--- config.mk ---
export PLATFORM = sky130hd
export DESIGN_NAME = cmd_frame_parser
export DESIGN_NICKNAME = d
export VERILOG_FILES = /design/src/rtl/cmd_frame_parser_pkg.sv /design/src/rtl/cmd_frame_buf.sv /design/src/rtl/cmd_frame_parser.sv
export SDC_FILE = /design/constraint.sdc
export NUM_CORES = 1
export LEC_CHECK = 0
export CAP_MARGIN = 10
export CELL_PAD_IN_SITES_DETAIL_PLACEMENT = 0
export CELL_PAD_IN_SITES_GLOBAL_PLACEMENT = 2
export CORE_MARGIN = 1.5
export CORE_UTILIZATION = 49
export DETAILED_ROUTE_END_ITERATION = 6
export GPL_TIMING_DRIVEN = 0
export PLACE_DENSITY_LB_ADDON = 0.05
export SLEW_MARGIN = 20
export SYNTH_ARGS = -nofsm -noshare
export SYNTH_HDL_FRONTEND = slang
export SYNTH_HIERARCHICAL = 1
export SYNTH_SLANG_ARGS = --single-unit
export TNS_END_PERCENT = 100
--- constraint.sdc ---
create_clock -name clk -period 5.5 [get_ports clk]
set_clock_uncertainty 0.15 [all_clocks]
set_input_delay 1.1 -clock clk [delete_from_list [all_inputs] [get_ports clk]]
set_output_delay 1.1 -clock clk [all_outputs]
set_load 0.01 [all_outputs]
--- src/rtl/cmd_frame_parser_pkg.sv ---
// Shared constants, FSM state encoding and helpers for the command frame parser.
package cmd_frame_parser_pkg;

  localparam int unsigned CNT_W_DEF       = 5;
  localparam int unsigned MAX_PAYLOAD_DEF = 12;
  localparam logic [7:0]  HDR0_DEF        = 8'hEB;
  localparam logic [7:0]  HDR1_DEF        = 8'h90;
  localparam logic [7:0]  SWI_TYPE_DEF    = 8'h5A;

  typedef enum logic [2:0] {
    StHunt0  = 3'd0,
    StHunt1  = 3'd1,
    StLen    = 3'd2,
    StBody   = 3'd3,
    StCsum   = 3'd4,
    StCheck  = 3'd5,
    StSwitch = 3'd6,
    StSend   = 3'd7
  } state_e;

  // States in which the parser pulls bytes from the RX FIFO.
  function automatic logic is_rx_state(input state_e s);
    return (s == StHunt0) || (s == StHunt1) || (s == StLen) || (s == StBody) || (s == StCsum);
  endfunction

  // States in which an idle timeout aborts the frame in progress.
  function automatic logic is_timeout_state(input state_e s);
    return (s == StHunt1) || (s == StLen) || (s == StBody) || (s == StCsum);
  endfunction

endpackage

--- src/rtl/cmd_frame_buf.sv ---
// 16x8 frame buffer: one synchronous write port, one asynchronous read port.
module cmd_frame_buf (
  input  logic       i_clk,
  input  logic       i_we,
  input  logic [3:0] i_waddr,
  input  logic [7:0] i_wdata,
  input  logic [3:0] i_raddr,
  output logic [7:0] o_rdata
);

  logic [7:0] r_mem [16];

  always_ff @(posedge i_clk) begin
    if (i_we) begin
      r_mem[i_waddr] <= i_wdata;
    end
  end

  assign o_rdata = r_mem[i_raddr];

endmodule

--- src/rtl/cmd_frame_parser.sv ---
// Parses EB 90 LEN PAYLOAD CSUM frames from the RX FIFO and replays valid ones to the CPU UART.
// Define CMD_SWITCH_EN to decode switch frames into force_swi/com_swi.
module cmd_frame_parser
  import cmd_frame_parser_pkg::*;
#(
  parameter int unsigned CNT_W       = CNT_W_DEF,
  parameter int unsigned MAX_PAYLOAD = MAX_PAYLOAD_DEF,
  parameter logic [7:0]  HDR0        = HDR0_DEF,
  parameter logic [7:0]  HDR1        = HDR1_DEF,
  parameter logic [7:0]  SWI_TYPE    = SWI_TYPE_DEF
) (
  input  logic             clk,
  input  logic             rst_n,
  input  logic [7:0]       rec_command,
  input  logic [CNT_W-1:0] com_count,
  output logic             com_pop,
  input  logic             command_time_out_d,
  output logic [7:0]       tdr_cpuAB,
  output logic             tf_push_cpuAB,
  output logic             force_swi,
  output logic             com_swi,
  output logic             error
);

  localparam logic [7:0] MaxLen = 8'(MAX_PAYLOAD);

  state_e     r_state, w_state_nx;
  logic [3:0] r_idx, w_idx_nx;
  logic [3:0] r_len, w_len_nx;
  logic [7:0] r_sum, w_sum_nx;
  logic       r_error, w_error_nx;
  logic       r_popped;
  logic       w_pop, w_timeout, w_we;
  logic [3:0] w_raddr;
  logic [7:0] w_rdata;

  // Pop at most every other cycle so com_count has settled before the next pop.
  assign w_pop     = is_rx_state(r_state) && (com_count != '0) && !r_popped;
  assign w_timeout = command_time_out_d && is_timeout_state(r_state);
  assign w_we      = w_pop && !w_timeout;

  always_comb begin
    unique case (r_state)
      StCheck:  w_raddr = 4'd3;
      StSwitch: w_raddr = 4'd4;
      default:  w_raddr = r_idx;
    endcase
  end

  cmd_frame_buf u_buf (
    .i_clk   (clk),
    .i_we    (w_we),
    .i_waddr (r_idx),
    .i_wdata (rec_command),
    .i_raddr (w_raddr),
    .o_rdata (w_rdata)
  );

  always_ff @(posedge clk or negedge rst_n) begin
    if (!rst_n) begin
      r_state  <= StHunt0;
      r_idx    <= 4'd0;
      r_len    <= 4'd0;
      r_sum    <= 8'd0;
      r_error  <= 1'b0;
      r_popped <= 1'b0;
    end else begin
      r_state  <= w_state_nx;
      r_idx    <= w_idx_nx;
      r_len    <= w_len_nx;
      r_sum    <= w_sum_nx;
      r_error  <= w_error_nx;
      r_popped <= w_pop;
    end
  end

  always_comb begin
    w_state_nx = r_state;
    w_idx_nx   = r_idx;
    w_len_nx   = r_len;
    w_sum_nx   = r_sum;
    w_error_nx = r_error;
    if (w_timeout) begin
      w_error_nx = 1'b1;
      w_state_nx = StHunt0;
      w_idx_nx   = 4'd0;
    end else begin
      unique case (r_state)
        StHunt0: begin
          w_idx_nx = 4'd0;
          if (w_we && rec_command == HDR0) begin
            w_state_nx = StHunt1;
            w_idx_nx   = 4'd1;
          end
        end
        StHunt1: begin
          if (w_we) begin
            if (rec_command == HDR1) begin
              w_state_nx = StLen;
              w_idx_nx   = 4'd2;
            end else if (rec_command == HDR0) begin
              w_idx_nx   = 4'd1;
            end else begin
              w_state_nx = StHunt0;
              w_idx_nx   = 4'd0;
            end
          end
        end
        StLen: begin
          if (w_we) begin
            if (rec_command != 8'd0 && rec_command <= MaxLen) begin
              w_state_nx = StBody;
              w_len_nx   = rec_command[3:0];
              w_sum_nx   = rec_command;
              w_idx_nx   = 4'd3;
            end else begin
              w_error_nx = 1'b1;
              w_state_nx = StHunt0;
              w_idx_nx   = 4'd0;
            end
          end
        end
        StBody: begin
          if (w_we) begin
            w_sum_nx = r_sum + rec_command;
            w_idx_nx = r_idx + 4'd1;
            // Last payload byte sits at index LEN+2; idx then points at the CSUM slot.
            if (r_idx == r_len + 4'd2) begin
              w_state_nx = StCsum;
            end
          end
        end
        StCsum: begin
          if (w_we) begin
            if (rec_command == r_sum) begin
              w_state_nx = StCheck;
            end else begin
              w_error_nx = 1'b1;
              w_state_nx = StHunt0;
              w_idx_nx   = 4'd0;
            end
          end
        end
        StCheck: begin
          w_error_nx = 1'b0;
          w_idx_nx   = 4'd0;
          w_state_nx = StSend;
`ifdef CMD_SWITCH_EN
          if (r_len >= 4'd2 && w_rdata == SWI_TYPE) begin
            w_state_nx = StSwitch;
          end
`endif
        end
        StSwitch: begin
          w_state_nx = StHunt0;
          w_idx_nx   = 4'd0;
        end
        StSend: begin
          if (r_idx == r_len + 4'd3) begin
            w_state_nx = StHunt0;
            w_idx_nx   = 4'd0;
          end else begin
            w_idx_nx = r_idx + 4'd1;
          end
        end
        default: begin
          w_state_nx = StHunt0;
          w_idx_nx   = 4'd0;
        end
      endcase
    end
  end

  assign com_pop       = w_pop;
  assign tf_push_cpuAB = (r_state == StSend);
  assign tdr_cpuAB     = tf_push_cpuAB ? w_rdata : 8'h00;
  assign error         = r_error;

`ifdef CMD_SWITCH_EN
  logic r_com_swi, r_force_swi;

  always_ff @(posedge clk or negedge rst_n) begin
    if (!rst_n) begin
      r_com_swi   <= 1'b0;
      r_force_swi <= 1'b0;
    end else begin
      if (r_state == StSwitch) begin
        r_com_swi <= w_rdata[0];
      end
      r_force_swi <= (r_state == StSwitch);
    end
  end

  assign com_swi   = r_com_swi;
  assign force_swi = r_force_swi;
`else
  assign com_swi   = 1'b0;
  assign force_swi = 1'b0;
`endif

endmodule

==> flow_summary.json, run 1 <==
{
  "outcome": "completed",
  "initial_core_util_pct": 50.0,
  "layout_common_cells": "128 x edfxtp_1, 29 x nor2_1, 25 x clkdlybuf4s50_1",
  "slew_viol_final": 0,
  "synth_edf_count": 128,
  "drv_cap": 0,
  "total_power_mw": 2.59,
  "wire_per_inst_um": 22.1,
  "grtUsageMet1_pct": 28.2,
  "layout.cells.most_common": "edfxtp_1",
  "arrival_ps": 3450,
  "path_cells": "clkbuf_2, a21oi_1, nor2_1, buf_2, mux4_1, a22oi_1, nand2_1, and2_1, clkdlybuf4s50_1",
  "setup_viol": 0,
  "layout.cells.non_filler": 678,
  "dieArea_um2": 14800,
  "wl_um": 15000,
  "die_y_um": 122,
  "synth_cell_types": 74,
  "cp.required_ps": 4250,
  "drcViolationCount": 0,
  "hp-class": "reg2reg",
  "ir_worst_vdd_mv": 0.214,
  "syn2layout_area_growth_pct": 15.6,
  "grt_pass1_vias": 4071,
  "ys.flop_type": "edfxtp_1",
  "antenna_found_initial": 0,
  "drt_iter0_drc": 256,
  "drtPass1Iterations": 5,
  "core_um2": 13800,
  "gp_congestion": 0.837,
  "postSynthAreaPerCell_um2": 15.8,
  "critPathMaxFanout": 10,
  "dp_hpwl_um": 10100,
  "top_level_ports": 29,
  "rows": 43,
  "root_buffer": "clkbuf_16",
  "busiest_layer": "met2",
  "cts_tree": "built",
  "placed_cells": 646,
  "fin_crit_sh_pct": 85.5,
  "max_freq_ghz": 0.213,
  "cts_max_level": 4,
  "power_leakage_nw": 2.73,
  "final_core_util_pct": 57.8,
  "clock_latency_ps": 420,
  "portBuffers": 26,
  "dp_slack_ps": 1190,
  "fp.dieW_um": 122,
  "gr-usage-met3_pct": 4.92,
  "nNetsFinal": 513,
  "seq_area_frac_synth_pct": 63.2,
  "tightest_slew_ps": 1050,
  "numCtsBuffers": 17,
  "final_layout_size_suffix_gt1_share_pct": 18.1,
  "ant_nets": 0,
  "use_met2_pct": 36.7,
  "hold_viol": 0,
  "syn_inst": 439,
  "cts.sinks": 149,
  "layout_setup_ws_ps": 795,
  "rsz0062_at_grt": "no",
  "placed_area_um2": 7420,
  "cts_resized": 0,
  "whs_ps": 371,
  "diodes": 0,
  "grt_use_total_pct": 21.9,
  "vias": 3992,
  "startpoint_type": "flip-flop",
  "ctsHoldBuffers": 0,
  "finalWorstPathRequiredPeriod_ps": 4700,
  "async_flop_share_pct": 14.1,
  "slew_headroom_pct": 29.5,
  "worstSetupPathType": "reg2out",
  "grt_max_degree": 25,
  "path_clk_slew_ps": 60,
  "viasPerCell": 5.89,
  "yosysWarnings": 6,
  "p_per_area_nw_per_um2": 323,
  "finalInstanceArea_um2": 8000,
  "tns_ps": 0,
  "ys_ff_latch": 149,
  "crit_path_top_delay_cell": "dfrtp_1",
  "syn_area_um2": 6920,
  "endpoint_kind": "output port",
  "cts_buffer_depth": 2,
  "slowest_delay_ps": 570,
  "postCtsSetupRepairBufs": 0,
  "globalRouteOverflowTotal": 0,
  "grt_pass1_wl_um": 23000
}
==> layout make-up <==
cell class	instances	area, µm²
multi-input cells	254	2360
plain buffers	19	145
clock inverters	10	131
fillers	1091	5830
well taps	180	225
clock buffers	22	444
flip-flops and latches	149	4370
repair buffers	26	255
inverters	18	67.6
==> report_power, final <==
part | internal, mW | leakage [nW] | total [mW] | switching (mW)
logic | 0.0828 | 1.03 | 0.193 | 0.110
clock network | 0.708 | 0.273 | 1.13 | 0.423
registers | 1.25 | 1.42 | 1.26 | 0.0105
==> worst max-delay path, delay by kind of cell, from the launching register on <==
kind	cells	cell delay (ps)
mux	1	340
simple gates	3	580
flops	1	570
compound gates	2	420
buf+inv	3	1120
==> logic make-up after synthesis <==
group                    synth area share (%)
flip-flops                               63.2
AND/OR/NAND/NOR                          8.68
other                                  0.0542
XOR/XNOR                                 1.90
buffers and inverters                    3.08
AO/OA/AOI/OAI                            8.87
adder cells (fa/ha/maj)                  2.59
multiplexers                             11.7
==> cells in the mapped netlist (3+ instances only) <==
master	instances	area [µm²]
buf_6	4	45.0
inv_1	16	60.1
o21ai_0	8	40.0
nor3_1	14	70.1
dfrtp_1	21	526
nand2b_1	4	25.0
o211ai_1	3	22.5
clkdlybuf4s25_2	3	30.0
nor2_1	29	109
nand3_1	6	30.0
xor2_1	5	43.8
a21oi_1	20	100
o22ai_1	3	18.8
mux4_2	18	405
nand3b_1	3	22.5
xnor2_1	10	87.6
edfxtp_1	128	3840
ha_1	11	138
buf_2	4	20.0
and2_1	11	68.8
a22oi_1	16	120
nand2_1	19	71.3
mux4_1	14	368
buf_4	5	37.5
nor2b_1	3	18.8
==> state kept, by name, indices dropped and copies added (netlist names) <==
name	cells
u_buf/r_mem	128
r_sum	8
r_idx	4
r_len	4
r_state	3
error	1
r_popped	1
==> path summary, 6_finish.rpt <==
kind / slack (ps) / endpoint / start / depth (start not counted)
max in group asynchronous: 4350 / r_idx[3] / rst_n / 1
min: 370 / r_sum[4] / r_sum[4] / 2
min in group asynchronous: 500 / r_len[3] / rst_n / 1
max reg2reg: 2390 / u_buf/r_mem[3][4] / r_state[0] / 6
max: 800 / tdr_cpuAB[4] / r_idx[1] / 9
min reg2reg: 370 / r_sum[4] / r_sum[4] / 2
==> routing by layer <==
layer	share of wire, %	up-vias
met3	4.0	19
li1	-	1835
met2	51	102
met5	0	-
met4	1.6	0
met1	44	2036
No activity file was read; power rests on OpenSTA's default activity.
==> run 2: changes to the inputs <==
--- a/config.mk
+++ b/config.mk
@@ -6,10 +6,8 @@
 export NUM_CORES = 1
 export LEC_CHECK = 0
 export CAP_MARGIN = 10
-export CELL_PAD_IN_SITES_DETAIL_PLACEMENT = 0
-export CELL_PAD_IN_SITES_GLOBAL_PLACEMENT = 2
 export CORE_MARGIN = 1.5
-export CORE_UTILIZATION = 49
+export CORE_UTILIZATION = 50
 export DETAILED_ROUTE_END_ITERATION = 6
 export GPL_TIMING_DRIVEN = 0
 export PLACE_DENSITY_LB_ADDON = 0.05
==> run 2 against run 1 <==
  * Critical path depth is the same
  * Count of clock-buffer cells in the layout shrank 3
  * Die area shrank 2.0%
  * Non-clock buffer count is the same
  * Clock power is essentially flat
  * Via count shrank 1.5%
  * Maximum frequency shrank 1.4%
  * Worst hold slack is essentially flat
  * Critical endpoint is now tdr_cpuAB[1]
==> flow_summary.json, run 2 (synthesis results as in run 1) <==
{
  "outcome": "completed",
  "fp.dieW_um": 121,
  "layout.cells.most_common": "edfxtp_1",
  "arrival_ps": 3520,
  "largest_reg_flops": 128,
  "grt_max_degree": 25,
  "drtPass1Iterations": 5,
  "whs_path_depth": 1,
  "ctsHoldBuffers": 0,
  "fin_crit_sh_pct": 86.8,
  "cts_resized": 0,
  "syn2layout_area_growth_pct": 15.5,
  "drt_iter0_drc": 260,
  "slew_viol_final": 0,
  "root_buffer": "clkbuf_16",
  "hold_viol": 0,
  "path_clk_slew_ps": 60,
  "nNetsFinal": 513,
  "rows": 42,
  "top_level_ports": 29,
  "cts.sinks": 149,
  "layout_common_cells": "128 x edfxtp_1, 29 x nor2_1, 25 x clkdlybuf4s50_1",
  "clock_latency_ps": 420,
  "finalWorstPathRequiredPeriod_ps": 4770,
  "viasPerCell": 5.84,
  "dp_hpwl_um": 9540,
  "endpoint_kind": "output port",
  "postCtsSetupRepairBufs": 0,
  "nFillCells": 1046,
  "grt_use_total_pct": 21.6,
  "slew_headroom_pct": 29.2,
  "startpoint_type": "flip-flop",
  "power_leakage_nw": 2.73,
  "reg2reg_depth": 6,
  "tightest_slew_ps": 1060,
  "initial_core_util_pct": 51.8,
  "ant_nets": 0,
  "portBuffers": 26,
  "p_per_area_nw_per_um2": 323,
  "globalRouteOverflowTotal": 0,
  "hp-class": "reg2reg",
  "antenna_found_initial": 0,
  "worstSetupPathType": "reg2out",
  "critPathMaxFanout": 10,
  "tns_ps": 0,
  "grt_pass1_wl_um": 22800,
  "vias": 3934,
  "core_um2": 13300,
  "cts_tree": "built",
  "grt_pass1_vias": 4076,
  "max_freq_ghz": 0.209,
  "final_layout_size_suffix_gt1_share_pct": 18.3,
  "drcViolationCount": 0,
  "drv_cap": 0,
  "die_y_um": 121,
  "largestRegisters": "u_buf/r_mem (128), r_sum (8)",
  "layout_setup_ws_ps": 727,
  "dp_slack_ps": 1160,
  "top_register": "u_buf/r_mem",
  "wl_um": 14200,
  "cts_max_level": 4,
  "gp_congestion": 0.861,
  "rsz0062_at_grt": "no",
  "setup_viol": 0,
  "cts_buffer_depth": 2,
  "numCtsBuffers": 17,
  "wire_per_inst_um": 21.1,
  "ir_worst_vdd_mv": 0.228,
  "dieArea_um2": 14500,
  "cp.required_ps": 4250
}
run 2: per-stage QoR:
stage	util, %	area, µm²	power (mW)	instances	hold WS (ps)
after global routing	59.8	7990	2.66	673	398
after CTS	59.9	7990	2.60	673	375
after floorplan	-	6920	1.40	440	335
after detailed placement	55.6	7420	1.48	642	358
final	59.8	7990	2.58	674	371
after global placement	55.4	7400	1.48	642	355
run 2: cell type report:
| cell class | count | area, µm² | area share [%] |
|---|---|---|---|
| antenna | 1 | 2.50 | 0.0313 |
| buffer | 19 | 145 | 1.82 |
| clock buffer | 19 | 433 | 5.42 |
| clock inverter | 12 | 138 | 1.72 |
| inverter | 18 | 67.6 | 0.846 |
| multi-input combinational | 254 | 2360 | 29.5 |
| sequential | 149 | 4370 | 54.7 |
| tap | 176 | 220 | 2.76 |
| timing repair buffer | 26 | 255 | 3.20 |
run 2: metal layers:
layer  part of all wire [%]  vias to the layer above  wire, µm  global-route usage [%]
met5                      0                        -         0                       0
met4                    2.0                        0       279                    7.94
met1                     46                     1999      6590                    29.7
li1                       -                     1834         -                       -
met3                    3.9                       18       551                    4.15
met2                     48                       83      6820                    34.4
run 2: power by group:
group | total (mW) | leakage (nW) | internal [mW] | switching, mW
clock | 1.13 | 0.279 | 0.702 | 0.424
sequential | 1.26 | 1.42 | 1.25 | 0.0102
combinational | 0.194 | 1.03 | 0.0828 | 0.111
total | 2.58 | 2.73 | 2.04 | 0.545
run 2: critical path: stages (launching register included):
cell and delay (ps):
dfrtp_1 570, clkbuf_2 270, a21oi_1 90, nor2_1 400
buf_2 380, mux4_1 360, a22oi_1 340, nand2_1 80
and2_1 140, clkdlybuf4s50_1 470
run 2: worst paths after layout:
kind	startpoint	slack [ps]	end
worst max-delay path	r_idx[1]	730	tdr_cpuAB[1]
worst min-delay path	error	370	error
worst max register to register	r_state[0]	2410	u_buf/r_mem[1][5]
worst min register to register	error	370	error
max in group asynchronous	rst_n	4330	r_len[3]
min in group asynchronous	rst_n	510	r_sum[2]
==> run 3: changes to the inputs <==
==> constraint.sdc (replaced) <==
create_clock -name clk -period 6.2 [get_ports clk]
set_clock_uncertainty 0.15 [all_clocks]
set_input_delay 1.24 -clock clk [delete_from_list [all_inputs] [get_ports clk]]
set_output_delay 1.24 -clock clk [all_outputs]
set_load 0.01 [all_outputs]
==> results of run 3 <==
The final DEF is identical to that of run 2. Status: completed.
Main changes from that run: setup slack after placement 1160 ps -> 1720 ps; setup slack after layout 727 ps -> 1290 ps; register-to-register setup slack 2410 ps -> 3110 ps; total power 2.58 mW -> 2.29 mW; worst IR drop on VDD 0.228 mV -> 0.202 mV
